[src/rtl/fsm12bit_pkg.sv]
// fsm12bit_pkg: shared state type, command encodings and FSM load constant
package fsm12bit_pkg;
  typedef enum logic [1:0] {IDLE, LOAD, STEP, DONE} state_t;
  localparam logic [2:0] CMD_LOAD = 3'b000;
  localparam logic [2:0] CMD_SUB = 3'b100;
  localparam logic [2:0] CMD_ADD = 3'b101;
  localparam logic [2:0] CMD_SHR = 3'b110;
  localparam logic [2:0] CMD_SHL = 3'b111;
  localparam logic [11:0] FSM_LOAD_VALUE = 12'd588;
endpackage

[src/rtl/fsm12bit_step_sel.sv]
// fsm12bit_step_sel: greedy choice of the next shift/add/sub command from shadow and target
module fsm12bit_step_sel import fsm12bit_pkg::*; #(
  parameter int MAX_STEP = 15,
  parameter bit ALLOW_SHIFT = 1'b1
) (
  input  logic [11:0] s,
  input  logic [11:0] t,
  output logic        mode,
  output logic        direction,
  output logic [3:0]  value,
  output logic [11:0] next_s
);
  logic [12:0] s13, t13, sl, sr, diff;
  logic shl, shr, add;
  logic [3:0] v;
  logic [2:0] cmd;
  always_comb begin
    s13 = {1'b0, s};
    t13 = {1'b0, t};
    sl = {s, 1'b0};
    sr = {2'b00, s[11:1]};
    shl = ALLOW_SHIFT && s != 12'd0 && !s[11] && sl <= t13;
    shr = ALLOW_SHIFT && sr >= t13 && s13 > t13;
    add = t13 > s13;
    diff = add ? t13 - s13 : s13 - t13;
    v = diff > 13'(MAX_STEP) ? 4'(MAX_STEP) : diff[3:0];
    cmd = shl ? CMD_SHL : shr ? CMD_SHR : add ? CMD_ADD : CMD_SUB;
    mode = cmd[1];
    direction = cmd[0];
    value = cmd[1] ? 4'd0 : v;
    next_s = shl ? sl[11:0] : shr ? sr[11:0] : add ? s + {8'd0, v} : s - {8'd0, v};
  end
endmodule

[src/rtl/fsm12bit_cmd_seq.sv]
// fsm12bit_cmd_seq: drives the fsm12bit command interface to reach a target, tracking a shadow value
module fsm12bit_cmd_seq import fsm12bit_pkg::*; #(
  parameter logic [11:0] LOAD_VALUE = FSM_LOAD_VALUE,
  parameter int MAX_STEP = 15,
  parameter bit ALLOW_SHIFT = 1'b1
) (
  input  logic        clock,
  input  logic        reset,
  input  logic        start,
  input  logic [11:0] target,
  input  logic        stall,
  output logic        enable,
  output logic        check,
  output logic        mode,
  output logic        direction,
  output logic [3:0]  value,
  output logic        busy,
  output logic        done,
  output logic [11:0] shadow,
  output logic [7:0]  step_count
);
  state_t state;
  logic [11:0] tgt, next_s;
  logic [3:0] sel_value;
  logic sel_mode, sel_dir;
  logic [2:0] cmd;
  logic [7:0] count_inc;
  fsm12bit_step_sel #(.MAX_STEP(MAX_STEP), .ALLOW_SHIFT(ALLOW_SHIFT)) u_sel (
    .s(shadow),
    .t(tgt),
    .mode(sel_mode),
    .direction(sel_dir),
    .value(sel_value),
    .next_s(next_s)
  );
  always_comb begin
    busy = state == LOAD || state == STEP;
    done = state == DONE;
    enable = busy && !stall;
    cmd = state == STEP ? {1'b1, sel_mode, sel_dir} : CMD_LOAD;
    check = cmd[2];
    mode = cmd[1];
    direction = cmd[0];
    value = state == STEP ? sel_value : 4'd0;
    count_inc = step_count + {7'd0, step_count != 8'hff};
  end
  always_ff @(posedge clock) begin
    if (reset) begin
      state <= IDLE;
      shadow <= 12'd0;
      tgt <= 12'd0;
      step_count <= 8'd0;
    end else begin
      case (state)
        IDLE: if (start) begin
          tgt <= target;
          step_count <= 8'd0;
          state <= LOAD;
        end
        LOAD: if (!stall) begin
          shadow <= LOAD_VALUE;
          step_count <= count_inc;
          state <= LOAD_VALUE == tgt ? DONE : STEP;
        end
        STEP: if (!stall) begin
          shadow <= next_s;
          step_count <= count_inc;
          if (next_s == tgt) state <= DONE;
        end
        default: state <= IDLE;
      endcase
    end
  end
endmodule

[config.mk]
export PLATFORM = sky130hd
export DESIGN_NAME = fsm12bit_cmd_seq
export DESIGN_NICKNAME = d
export VERILOG_FILES = /design/src/rtl/fsm12bit_pkg.sv /design/src/rtl/fsm12bit_step_sel.sv /design/src/rtl/fsm12bit_cmd_seq.sv
export SDC_FILE = /design/constraint.sdc
export NUM_CORES = 1
export LEC_CHECK = 0
export CORE_MARGIN = 2
export CORE_UTILIZATION = 64
export CTS_CLUSTER_SIZE = 25
export DETAILED_ROUTE_END_ITERATION = 16
export PLACE_DENSITY = 0.89
export SYNTH_ARGS = -nofsm -noshare
export SYNTH_HDL_FRONTEND = slang
export SYNTH_SLANG_ARGS = --single-unit
[constraint.sdc]
create_clock -name clock -period 14.35 [get_ports clock]
set_input_delay 2.87 -clock clock [delete_from_list [all_inputs] [get_ports clock]]
set_output_delay 2.87 -clock clock [all_outputs]
set_load 0.01 [all_outputs]
## Word level (Yosys, flattened, before mapping)

Index checks and enable logic that the tools add are counted.

- Bits of input ports: 16
- Output and inout port bits: 30
- Register bits: 34
- Logic and storage cells: 64

- Multiplexer cells: 23
- Order comparisons: 5
- Eq/ne operators: 11
- Add/sub/neg operators: 5
- Reduce and logical (&&, ||, !) cells: 16

Operator list:

| operator | count |
|---|---|
| two-way mux 12 bit | 5 |
| subtractor 12 x 12 -> 13 bit | 2 |
| > comparator 12 bit | 2 |
| one-hot mux 12 bit (2 select lines) | 1 |
| two-way mux 8 bit | 2 |
| one-hot mux 8 bit (2 select lines) | 1 |
| > comparator 13 x 4 -> 1 bit, second input constant | 1 |
| <= comparator 13 x 12 -> 1 bit | 1 |
| two-way mux 13 bit | 1 |
| adder 12 x 4 -> 12 bit | 1 |
| equality test 10 x 12 -> 1 bit, first input constant | 1 |
| equality test 12 bit | 1 |
| greater-or-equal comparator 11 x 12 -> 1 bit | 1 |
| two-way mux 2 bit | 6 |
| two-way mux 4 bit | 3 |
| nonzero test 12 bit | 1 |
| subtractor 12 x 4 -> 12 bit | 1 |
| adder 8 x 1 -> 8 bit | 1 |
| inequality test 2 bit, second input constant | 4 |
| inequality test 8 bit, second input constant | 1 |
| one-hot mux 2 bit (3 select lines) | 1 |
| AND reduction 3 bit | 2 |
| equality test 2 bit, second input constant | 2 |
| logical AND 1 bit | 4 |
| 11 further kinds | 14 |

## Longest topological paths before layout

- Depth after elaboration: 12
- Gate-level depth with buffers: 31
- Gate-level depth less buffers: 30

## By module

A second synthesis with hierarchy kept.

- Cell total of the unflattened synthesis: 637
- Area total of the unflattened synthesis: 4740.8 um2

By module, submodules not included:

| module | seq. area each (um2) | cells each | area an instance (um2) | times used |
|---|---|---|---|---|
| fsm12bit_step_sel | 0.0 | 448 | 3096.7 | 1 |
| fsm12bit_cmd_seq | 680.7 | 189 | 1644.1 | 1 |

## Worst setup path before layout

Ideal clock, no wire load.

- Kind: register -> register
- Start point: reg shadow[1]
- End point: reg state[0]
- Setup slack: 8.210 ns
- Cell stages (with the launch flop): 29
- Setup time: 0.123 ns
- Buffers on the path: 1
- Arrival time: 6.017 ns
- Cell sequence: dfxtp_1 inv_1 ha_1 nor2b_1 o211ai_2 a31oi_4 a211oi_4 nor3_1 or4_1 a32oi_1 and4b_1 and4_1 buf_6 nand2_2 inv_1 ha_1 o21ai_0 ha_1 nor2b_1 o31a_1 o21a_1 or3_1 o211ai_1 a22oi_1 xnor2_1 o2111ai_1 a2111oi_2 a31oi_1 mux2_1

- Cells in the longest elaborated chain, start to end: 11
- Elaborated cells on any way between the ends: 21
- Classes of those cells: add/sub (4); order compare (5); eq/ne (2); mux (5); reduce/logical (5)

Ends and longest elaborated chain:

| element | RTL line | RTL |
|---|---|---|
| from (decl) | fsm12bit_cmd_seq.sv:19 | `output logic [11:0] shadow,` |
| from (signal assigned) | fsm12bit_cmd_seq.sv:66 | `shadow <= next_s;` |
| subtractor 12 x 12 -> 13 bit or > comparator 12 bit (tied branches) | fsm12bit_step_sel.sv:25, fsm12bit_step_sel.sv:24 |  |
| two-way mux 13 bit | fsm12bit_step_sel.sv:25 | `diff = add ? t13 - s13 : s13 - t13;` |
| > comparator 13 x 4 -> 1 bit | fsm12bit_step_sel.sv:26 | `v = diff > 13'(MAX_STEP) ? 4'(MAX_STEP) : diff[3:0];` |
| two-way mux 4 bit | fsm12bit_step_sel.sv:26 |  |
| subtractor 12 x 4 -> 12 bit or adder 12 x 4 -> 12 bit (tied branches) | fsm12bit_step_sel.sv:31 | `next_s = shl ? sl[11:0] : shr ? sr[11:0] : add ? s + {8'd0, v} : s - {8'd0, v};` |
| two-way mux 12 bit (2 in series) | fsm12bit_step_sel.sv:31 |  |
| two-way mux 12 bit (*) | fsm12bit_step_sel.sv:31 |  |
| equality test 12 bit (*) | fsm12bit_cmd_seq.sv:68 | `if (next_s == tgt) state <= DONE;` |
| inequality test 2 x 1 -> 1 bit (no line) (*) | - |  |
| AND reduction 4 bit (no line) (*) | - |  |
| to (signal assigned) | fsm12bit_cmd_seq.sv:63 | `state <= LOAD_VALUE == tgt ? DONE : STEP;` |
| to (decl) | fsm12bit_cmd_seq.sv:22 | `state_t state;` |

Every way passes the cells marked *; elsewhere a longest branch is shown, timed or not.
A chain may end at the register's enable or synchronous reset.

## Worst setup path after layout

- Start point: reg shadow[1]
- End point: out value[3]

- Cells in the longest elaborated chain, start to end: 6
- Elaborated cells on any way between the ends: 17
- Classes of those cells: add/sub (2); order compare (5); mux (6); reduce/logical (4)

Ends and longest elaborated chain:

| element | RTL line | RTL |
|---|---|---|
| subtractor 12 x 12 -> 13 bit (tied with other cells) | fsm12bit_step_sel.sv:25 |  |
| two-way mux 13 bit (tied with other cells) | fsm12bit_step_sel.sv:25 |  |
| > comparator 13 x 4 -> 1 bit (tied with other cells) | fsm12bit_step_sel.sv:26 |  |
| two-way mux 4 bit or two-way mux 2 bit (tied branches) | fsm12bit_step_sel.sv:26, fsm12bit_step_sel.sv:27 |  |
| two-way mux 4 bit (*) | fsm12bit_step_sel.sv:30 | `value = cmd[1] ? 4'd0 : v;` |
| two-way mux 4 bit (*) | fsm12bit_cmd_seq.sv:44 | `value = state == STEP ? sel_value : 4'd0;` |
| to (decl) | fsm12bit_cmd_seq.sv:16 | `output logic [3:0] value,` |

Marked as above.

==> results.json <==
{
  "die_w_um": 87.77,
  "crit_arrival_ps": 4880,
  "cts_tree": "yes",
  "syn_to_final_growth_pct": 11.90,
  "cp_data_required_time_ps": 11480,
  "r2r_cells": 26,
  "hold_viol": 0,
  "antenna_left": 0,
  "grt_util_all_layers": 0.3595,
  "grt_pass1_wl_mm": 21.98,
  "worstMarginPinSlew_ps": 984.4,
  "netlist_instances": 588,
  "cts-hold-fix-buffers": 0,
  "path_clk_slew_ps": 90,
  "drive_above_1_share": 0.04531,
  "drv_slew": 0,
  "core.rowCount": 30,
  "fillers": 548,
  "hold_depth": 2,
  "ys.warnings.count": 0,
  "grt_overflow": 0,
  "clock_skew_ps": 12.92,
  "slew_headroom": 0.3437,
  "timing.setup.tns_ps": 0,
  "cts.sink_count": 34,
  "num_antenna_cells": 0,
  "path_class": "reg -> out",
  "clockRootBuffer": "clkbuf_8",
  "grt_pass1_vias": 4474,
  "yosysTopAreaCellShare": 0.1811,
  "drt_iter0_drc": 419,
  "worstPathMaxFanout": 11,
  "insertion_delay_ps": 300,
  "max_freq_ghz": 0.1290,
  "maxCapViolCount": 0,
  "synth_ff_type": "dfxtp_1",
  "synth-seq-cells": 34,
  "synth_async_sr_flop_share": 0,
  "synth_cell_types": 74,
  "dieArea_um2": 7703,
  "synth.avg_cell_area_um2": 7.637,
  "firstDrtPassIters": 5,
  "period_needed_ps": 7750,
  "post_cts_buffers": 0,
  "drc": 0,
  "final_cell_area_um2": 5025,
  "io_pins": 46,
  "cts_resized": 0,
  "die_h_um": 87.77,
  "outcome": "complete, no violations",
  "hpwl_mm": 10.76,
  "syn_area_um2": 4491,
  "numPortBuffers": 45,
  "grt_start_max_net_pins": 25,
  "synthTopCellsByArea": "ha_1 (18%), dfxtp_1 (15%), a21oi_1 (5.6%)",
  "wl_per_cell_um": 19.57,
  "finalCritPeriodShare": 0.5401,
  "mappedNetlistNets": 672,
  "min_path_type": "reg -> reg",
  "cts_buffer_depth": 2,
  "routed_wl_mm": 13.97,
  "dpl_cell_area_um2": 4930,
  "nets": 701,
  "synth_edf_count": 0,
  "gp_congestion": 0.9654,
  "vias": 4859,
  "numCtsBuffers": 5,
  "crit_path_end_kind": "output port",
  "core_area_um2": 6794,
  "viasPerCell": 6.805,
  "seq_area_frac_synth": 0.1516,
  "startpoint_type": "flop",
  "synth_top_area_cell": "ha_1",
  "h-tree-depth": 2,
  "setup_viol": 0,
  "start_util": 0.6610,
  "antenna_found_initial": 0,
  "rsz0062_at_grt": "no"
}
-- layout by cell type, fill, tap and decap left out, types with 9 or more instances in the layout --
cell type / n
dfxtp_1: 34
nor3_1: 17
a21oi_1: 50
nand3_1: 11
a21o_1: 15
o211ai_1: 9
nor2_1: 53
nor2b_1: 12
inv_1: 35
a31oi_1: 9
ha_1: 65
o21ai_0: 22
nand4_1: 9
mux2i_1: 9
clkdlybuf4s50_1: 45
xnor2_1: 19
xor2_1: 14
nand2_1: 55
-- worst max-delay path: stages, from the launching register on --
cell and delay [ps]:
dfxtp_1 630, inv_1 240, ha_1 410, nor2b_1 180, o211ai_2 120, a31oi_4 290, a211oi_4 140, nor2_1 750
nor2_1 160, a211oi_1 280, xor2_1 270, and4_1 480, a21oi_1 120, clkdlybuf4s50_1 500
-- synthesized netlist by cell type (all sizes together) (11+ instances only) --
cell type and instances:
nand4 11, dfxtp 34, xnor2 19, buf 15, a21o 15, nand3 11, inv 35, nor2b 12
ha 65, a21oi 50, nor3 19, nor2 55, o21ai 23, xor2 14, nand2 57
-- per-layer routing --
| layer | part of all wire | vias to the layer above | track usage |
|---|---|---|---|
| met5 | 0 | - | 0 |
| met4 | 0.045 | 0 | 0.1287 |
| met3 | 0.097 | 79 | 0.05655 |
| met2 | 0.45 | 328 | 0.5868 |
| met1 | 0.41 | 2229 | 0.4806 |
| li1 | - | 2223 | - |
-- worst paths after layout --
| kind | from | end | slack, ps |
|---|---|---|---|
| worst max-delay path | shadow[1]$_SDFFE_PP0P_ | value[3] | 6600 |
| worst min-delay path | tgt[9]$_SDFFE_PP0P_ | tgt[9]$_SDFFE_PP0P_ | 500 |
| worst max register to register | shadow[1]$_SDFFE_PP0P_ | state[0]$_SDFFE_PP0P_ | 6610 |
| worst min register to register | tgt[9]$_SDFFE_PP0P_ | tgt[9]$_SDFFE_PP0P_ | 500 |
-- kinds of logic (layout without fill, tap and decap cells) --
kind of cell	count (synthesis)	in the layout	synth area share
compound gates	176	176	0.2692
xor+xnor	33	33	0.06436
fa+ha+maj	68	68	0.1945
buf+inv	59	89	0.06018
flops	34	34	0.1516
mux	11	11	0.02508
simple gates	207	207	0.2352
-- cell type report --
type,count,area (µm²),share of cell area
multi-input cells,495,3540,0.7044
flip-flops and latches,34,680.7,0.1355
clock buffers,6,82.58,0.01643
clock inverters,2,12.51,0.002490
well taps,96,120.1,0.02390
repair buffers,46,457.9,0.09114
inverters,35,131.4,0.02615
-- flip-flops by register name, summed over array words and instances (netlist names) --
| name | cells |
|---|---|
| state | 2 |
| shadow | 12 |
| tgt | 12 |
| step_count | 8 |
-- per-stage QoR --
step	instances	hold WS [ps]	setup WS, ps	utilization
floorplan	588	453.0	8210	-
global placement	706	472.6	7106	0.7256
detailed placement	706	484.4	6841	0.7256
CTS	714	494.9	6749	0.7396
global route	714	527.4	6138	0.7396
finish	714	500.8	6600	0.7396
Power is not shown: default switching activity piles up to over one toggle a cycle in this logic, so the estimate is an artifact.
==> RTL change 1: new RTL, same settings <==
Re-encode `state_t` (4 states) as one-hot, 4 bits wide.
--- a/src/rtl/fsm12bit_pkg.sv
+++ b/src/rtl/fsm12bit_pkg.sv
@@ -1,5 +1,5 @@
 // fsm12bit_pkg: shared state type, command encodings and FSM load constant
 package fsm12bit_pkg;
-  typedef enum logic [1:0] {IDLE, LOAD, STEP, DONE} state_t;
+  typedef enum logic [3:0] {IDLE = 4'b0001, LOAD = 4'b0010, STEP = 4'b0100, DONE = 4'b1000} state_t;
   localparam logic [2:0] CMD_LOAD = 3'b000;
   localparam logic [2:0] CMD_SUB = 3'b100;
Formal check against the unedited RTL: same outputs for any inputs over 4 cycles, from zero or initial values and one cycle with reset high; so few cycles prove little.
==> RTL change 1 against the original RTL <==
- synthesized area down 1.4%
- worst setup slack lost 130 ps
- cell area shrank 1.5%
- non-clock buffer count rose by 2
- hold slack got worse by 9.4 ps
- routed wire length down 0.20%
- via count is 2.8% lower
- sequential share of layout area rose by 1.0 points
- register-to-register slack gained 90 ps
- sequential cell count is 2 higher
==> RTL change 1: results (changes against the original RTL) <==
* Status: completed
* Layout cell share with drive strength beyond 1 at 6.57% (+2.0 points)
* Met2 Track Usage GR at 60.9% (+2.3 points)
* HPWL Detailed at 10.8 mm (about the same)
* Overall routed net length at 13.9 mm (-0.20%)
* DR WL met2 at 6.27 mm (-0.92%)
* Final #Nets at 688 (-1.9%)
* Worst hold slack at 491 ps (-9.35 ps)
* Synth Area in Adders at 18.6% (-0.86 points)
* Fraction of synthesized area in multiplexers at 1.38% (-1.1 points)
* Via count at 4,725 (-2.8%)
* Maximum fanout along the worst path at 12 (+1)
* FF+latch area at 721 um^2 (+5.9%)
* Ranking of synthesized cells by area: ha_1, dfxtp_1, a21oi_1
* GRT met3 Usage at 6.92% (+1.3 points)
* Final GP Congestion at 1.06 (+10%)
* Reg-to-reg slack, setup at 6700 ps (+90 ps)
* Worst slack, placed at 6800 ps (-39.1 ps)
* Fin Clk Skew at 7.87 ps (-5.05 ps)
* Area after DPL at 4860 um^2 (-1.4%)
* Period utilization at 54.9% (+0.93 points)
* M1 WL at 5.86 mm (+3.5%)
* Placed Cells at 681 (-3.5%)
* Vias per cell at 6.86 (+0.77%)
* Xor/xnor share of the synthesized area at 6.33% (-0.11 points)
* Worst slew pin tran at 1090 ps (+105 ps)
* Largest net degree at the start of global routing at 37 (+48%)
* Global Route met1 Usage at 48.6% (+0.58 points)
* Syn Area/Cell at 7.64 um^2 (about the same)
* 1st-iter DRT viols at 402 (-4.1%)
==> RTL change 1: cell count changes in the layout (fill, tap and decap cells not counted), moves of 6 or more <==
cell / before / now
nor2_1: 53 / 36
nand2b_1: 2 / 9
a21o_1: 15 / 9
o211ai_1: 9 / 3
nand3_1: 11 / 21
nand2_1: 55 / 63
o21ai_0: 22 / 31
==> RTL change 1: path summary, 6_finish.rpt <==
check,start,end,cells after the start
worst max-delay path,shadow[11]$_SDFFE_PP0P_,value[1],14
worst min-delay path,tgt[9]$_SDFFE_PP0P_,tgt[9]$_SDFFE_PP0P_,2
worst max register to register,shadow[11]$_SDFFE_PP0P_,state[1]$_SDFFE_PP0P_,27
worst min register to register,tgt[9]$_SDFFE_PP0P_,tgt[9]$_SDFFE_PP0P_,2
==> RTL change 1: critical path, cell delays in order, from the launching register on <==
cell             delay (ps)
dfxtp_1                 540
inv_1                   220
ha_1                    520
nand3_2                 170
nor3_4                  310
o21ai_2                 120
a21oi_1                 870
mux2i_1                 310
xnor2_1                 140
nand3_1                 100
nor4_1                  280
and4_1                  370
and2b_1                 210
nor2_1                   70
clkdlybuf4s50_1         480
==> RTL change 1: area by class of cell <==
cell class | instances | share of cell area (%)
Inverter | 32 | 2.43
Sequential cell | 36 | 14.6
Timing Repair Buffer | 48 | 9.55
Clock buffer | 6 | 1.47
Tap cell | 80 | 2.02
Multi-Input combinational cell | 485 | 69.6
Clock inverter | 2 | 0.329
==> RTL change 1: power groups by stage <==
stage	Combinational, W	Clock [W]	Sequential, W
3_3_place_gp	0.000439	0	0.000120
3_5_place_dp	0.000444	0	0.000121
2_1_floorplan	0.000357	0	0.000115
6_report	0.000461	0.0000735	0.000120
5_1_grt	0.000500	0.0000775	0.000120
4_1_cts	0.000447	0.0000739	0.000119
==> RTL change 2: new RTL, same settings <==
Without the edit above. `ALLOW_SHIFT` is set to 1'b1 in 2 places; all go to 1'b0.
--- a/src/rtl/fsm12bit_step_sel.sv
+++ b/src/rtl/fsm12bit_step_sel.sv
@@ -2,5 +2,5 @@
 module fsm12bit_step_sel import fsm12bit_pkg::*; #(
   parameter int MAX_STEP = 15,
-  parameter bit ALLOW_SHIFT = 1'b1
+  parameter bit ALLOW_SHIFT = 1'b0
 ) (
   input  logic [11:0] s,
--- a/src/rtl/fsm12bit_cmd_seq.sv
+++ b/src/rtl/fsm12bit_cmd_seq.sv
@@ -3,5 +3,5 @@
   parameter logic [11:0] LOAD_VALUE = FSM_LOAD_VALUE,
   parameter int MAX_STEP = 15,
-  parameter bit ALLOW_SHIFT = 1'b1
+  parameter bit ALLOW_SHIFT = 1'b0
 ) (
   input  logic        clock,
Behaviour: not the same (Yosys sat finds a counterexample within 4 cycles, from zero or initial values and one cycle with reset high).
==> RTL change 2 against the original RTL <==
- non-clock buffer count down 2
- via count is 22% lower
- cell area shrank 16%
- register-to-register slack improved by 340 ps
- sequential share of layout area grew 2.7 points
- critical path type unchanged
- routed wire length shrank 25%
- final cell count shrank 18%
- global-route usage down 2.1 points
- synthesized cell count decreased by 16%
- sequential cell count unchanged
- worst setup slack gained 150 ps
- synthesized area shrank 18%
==> RTL change 2: results (changes against the original RTL) <==
* Status: completed
* Grt total ovfl at 0 (unchanged)
* R2R depth at 26 (unchanged)
* Syn. warnings at 0 (unchanged)
* Fillers at 415 (-24%)
* Final GP Congestion at 1.03 (+6.3%)
* Vias in the first global route at 3,607 (-19%)
* Antenna cells at 0 (unchanged)
* Synthesized net count at 556 (-17%)
* Fin Clk Skew at 5.79 ps (-7.13 ps)
* Area after DPL at 4060 um^2 (-18%)
* Layout cell share with drive strength beyond 1 at 3.88% (-0.65 points)
* Longest Clk Path Bufs at 2 (unchanged)
* Leakage power at 1.76 nW
* HPWL Detailed at 7.86 mm (-27%)
* Via count at 3,796 (-22%)
* Final #Nets at 577 (-18%)
* H-tree levels at 2 (unchanged)
* Hold Path Class: reg2reg
* CTS Buf Count at 5 (unchanged)
* Ranking of synthesized cells by area: dfxtp_1, ha_1, xnor2_1
* Worst slew pin tran at 1120 ps (+133 ps)
* Post-CTS Setup Repair Bufs at 0 (unchanged)
* Reg clk slew, reported paths at 80 ps
* Global-route usage over all layers at 33.9% (-2.1 points)
* Root Buffer: clkbuf_8
* Maximum fanout along the worst path at 17 (+6)
* First-pass GRT wire length at 17.1 mm (-22%)
* Hold path cells at 2 (unchanged)
* Initial antenna violation count at 0 (unchanged)
* Drt wl/cell at 17.7 um (-9.3%)
* Sequential-to-total area share from yosys stat at 18.5% (+3.4 points)
* Largest net degree at the start of global routing at 29 (+16%)
* Top cell type's share of synthesized area at 18.5% (+0.41 points)
* TritonRoute pass-1 iters at 5 (unchanged)
* Commonest cells in the netlist: nand2_1, a21oi_1, ha_1, nor2_1, inv_1
* Async set-reset flop share out of synthesis at 0% (unchanged)
* Worst slack, placed at 7150 ps (+313 ps)
* Clk Latency, worst-skew pair at 300 ps (about the same)
* Biggest regs: shadow (12), tgt (12), step_count (8)
* Resized cells post-CTS at 0 (unchanged)
* Input/output buffers at 44 (-2.2%)
* Netlist cell types at 60 (-19%)
* Maximum VDD drop at 0.206 mV
* 1st-iter DRT viols at 355 (-15%)
[RTL change 2: changes by cell type after synthesis, sizes merged, moves of 5 or more]
cell    before  now
ha          65   43
nor2        55   43
nand2       57   47
clkbuf       9   17
a211oi       9    2
o211ai      10    3
xnor2       19   26
o22ai        7    1
nor3        19   14
o21a         8    3
[RTL change 2: worst max-delay path, cell delays in order, from the launching register on]
cell,delay [ps]
dfxtp_1,440
inv_1,110
ha_1,470
nand3_1,240
nor2_1,230
o31a_1,220
o21a_1,510
mux2i_1,300
xnor2_1,150
nand4_1,140
nor4_1,640
nand2_1,260
and2_1,240
clkdlybuf4s50_1,480
[RTL change 2: report_power, final]
group	internal, W	switching (W)	total (W)
logic	0.000404	0.000560	0.000964
registers	0.000112	0.0000280	0.000140
clock network	0.0000697	0.0000403	0.000110
total	0.000586	0.000628	0.00121
[RTL change 2: worst paths after layout]
path                          start                     to  slack (ps)
min            tgt[11]$_SDFFE_PP0P_   tgt[11]$_SDFFE_PP0P_         520
min reg2reg    tgt[11]$_SDFFE_PP0P_   tgt[11]$_SDFFE_PP0P_         520
max reg2reg  shadow[9]$_SDFFE_PP0P_  state[1]$_SDFFE_PP0P_        6950
max          shadow[9]$_SDFFE_PP0P_               value[0]        6750
[RTL change 2: cell families after synthesis]
logic type / share of synthesized area, %
AOI/OAI and AO/OA: 24.1
xor gates and xnor gates: 9.06
adders and majority gates: 16.3
buffers and inverters: 7.63
DFF: 18.5
muxes: 3.03
other: 0.102
and+or+nand+nor: 21.3
[RTL change 2: layout make-up]
type                            count  area share [%]
Multi-Input combinational cell    393            64.6
Clock buffer                        5            1.64
Clock inverter                      3            1.64
Timing Repair Buffer               44            10.5
Sequential cell                    34            16.2
Inverter                           37            3.31
Tap cell                           72            2.14
[RTL change 2: metrics by stage]
| step | hold slack (ps) | instances | util, % |
|---|---|---|---|
| 2_1_floorplan | 466 | 494 | - |
| 3_3_place_gp | 496 | 580 | 73.4 |
| 3_5_place_dp | 516 | 580 | 73.4 |
| 4_1_cts | 527 | 588 | 75.8 |
| 5_1_grt | 574 | 588 | 75.8 |
| 6_report | 522 | 588 | 75.8 |
[RTL change 2: routing by layer]
| layer | track usage (%) | part of all wire (%) | vias up |
|---|---|---|---|
| met5 | 0 | 0 | - |
| met4 | 14.1 | 3.7 | 0 |
| met3 | 5.77 | 9.6 | 36 |
| met2 | 53.4 | 44 | 222 |
| met1 | 45.8 | 43 | 1767 |
| li1 | - | - | 1771 |
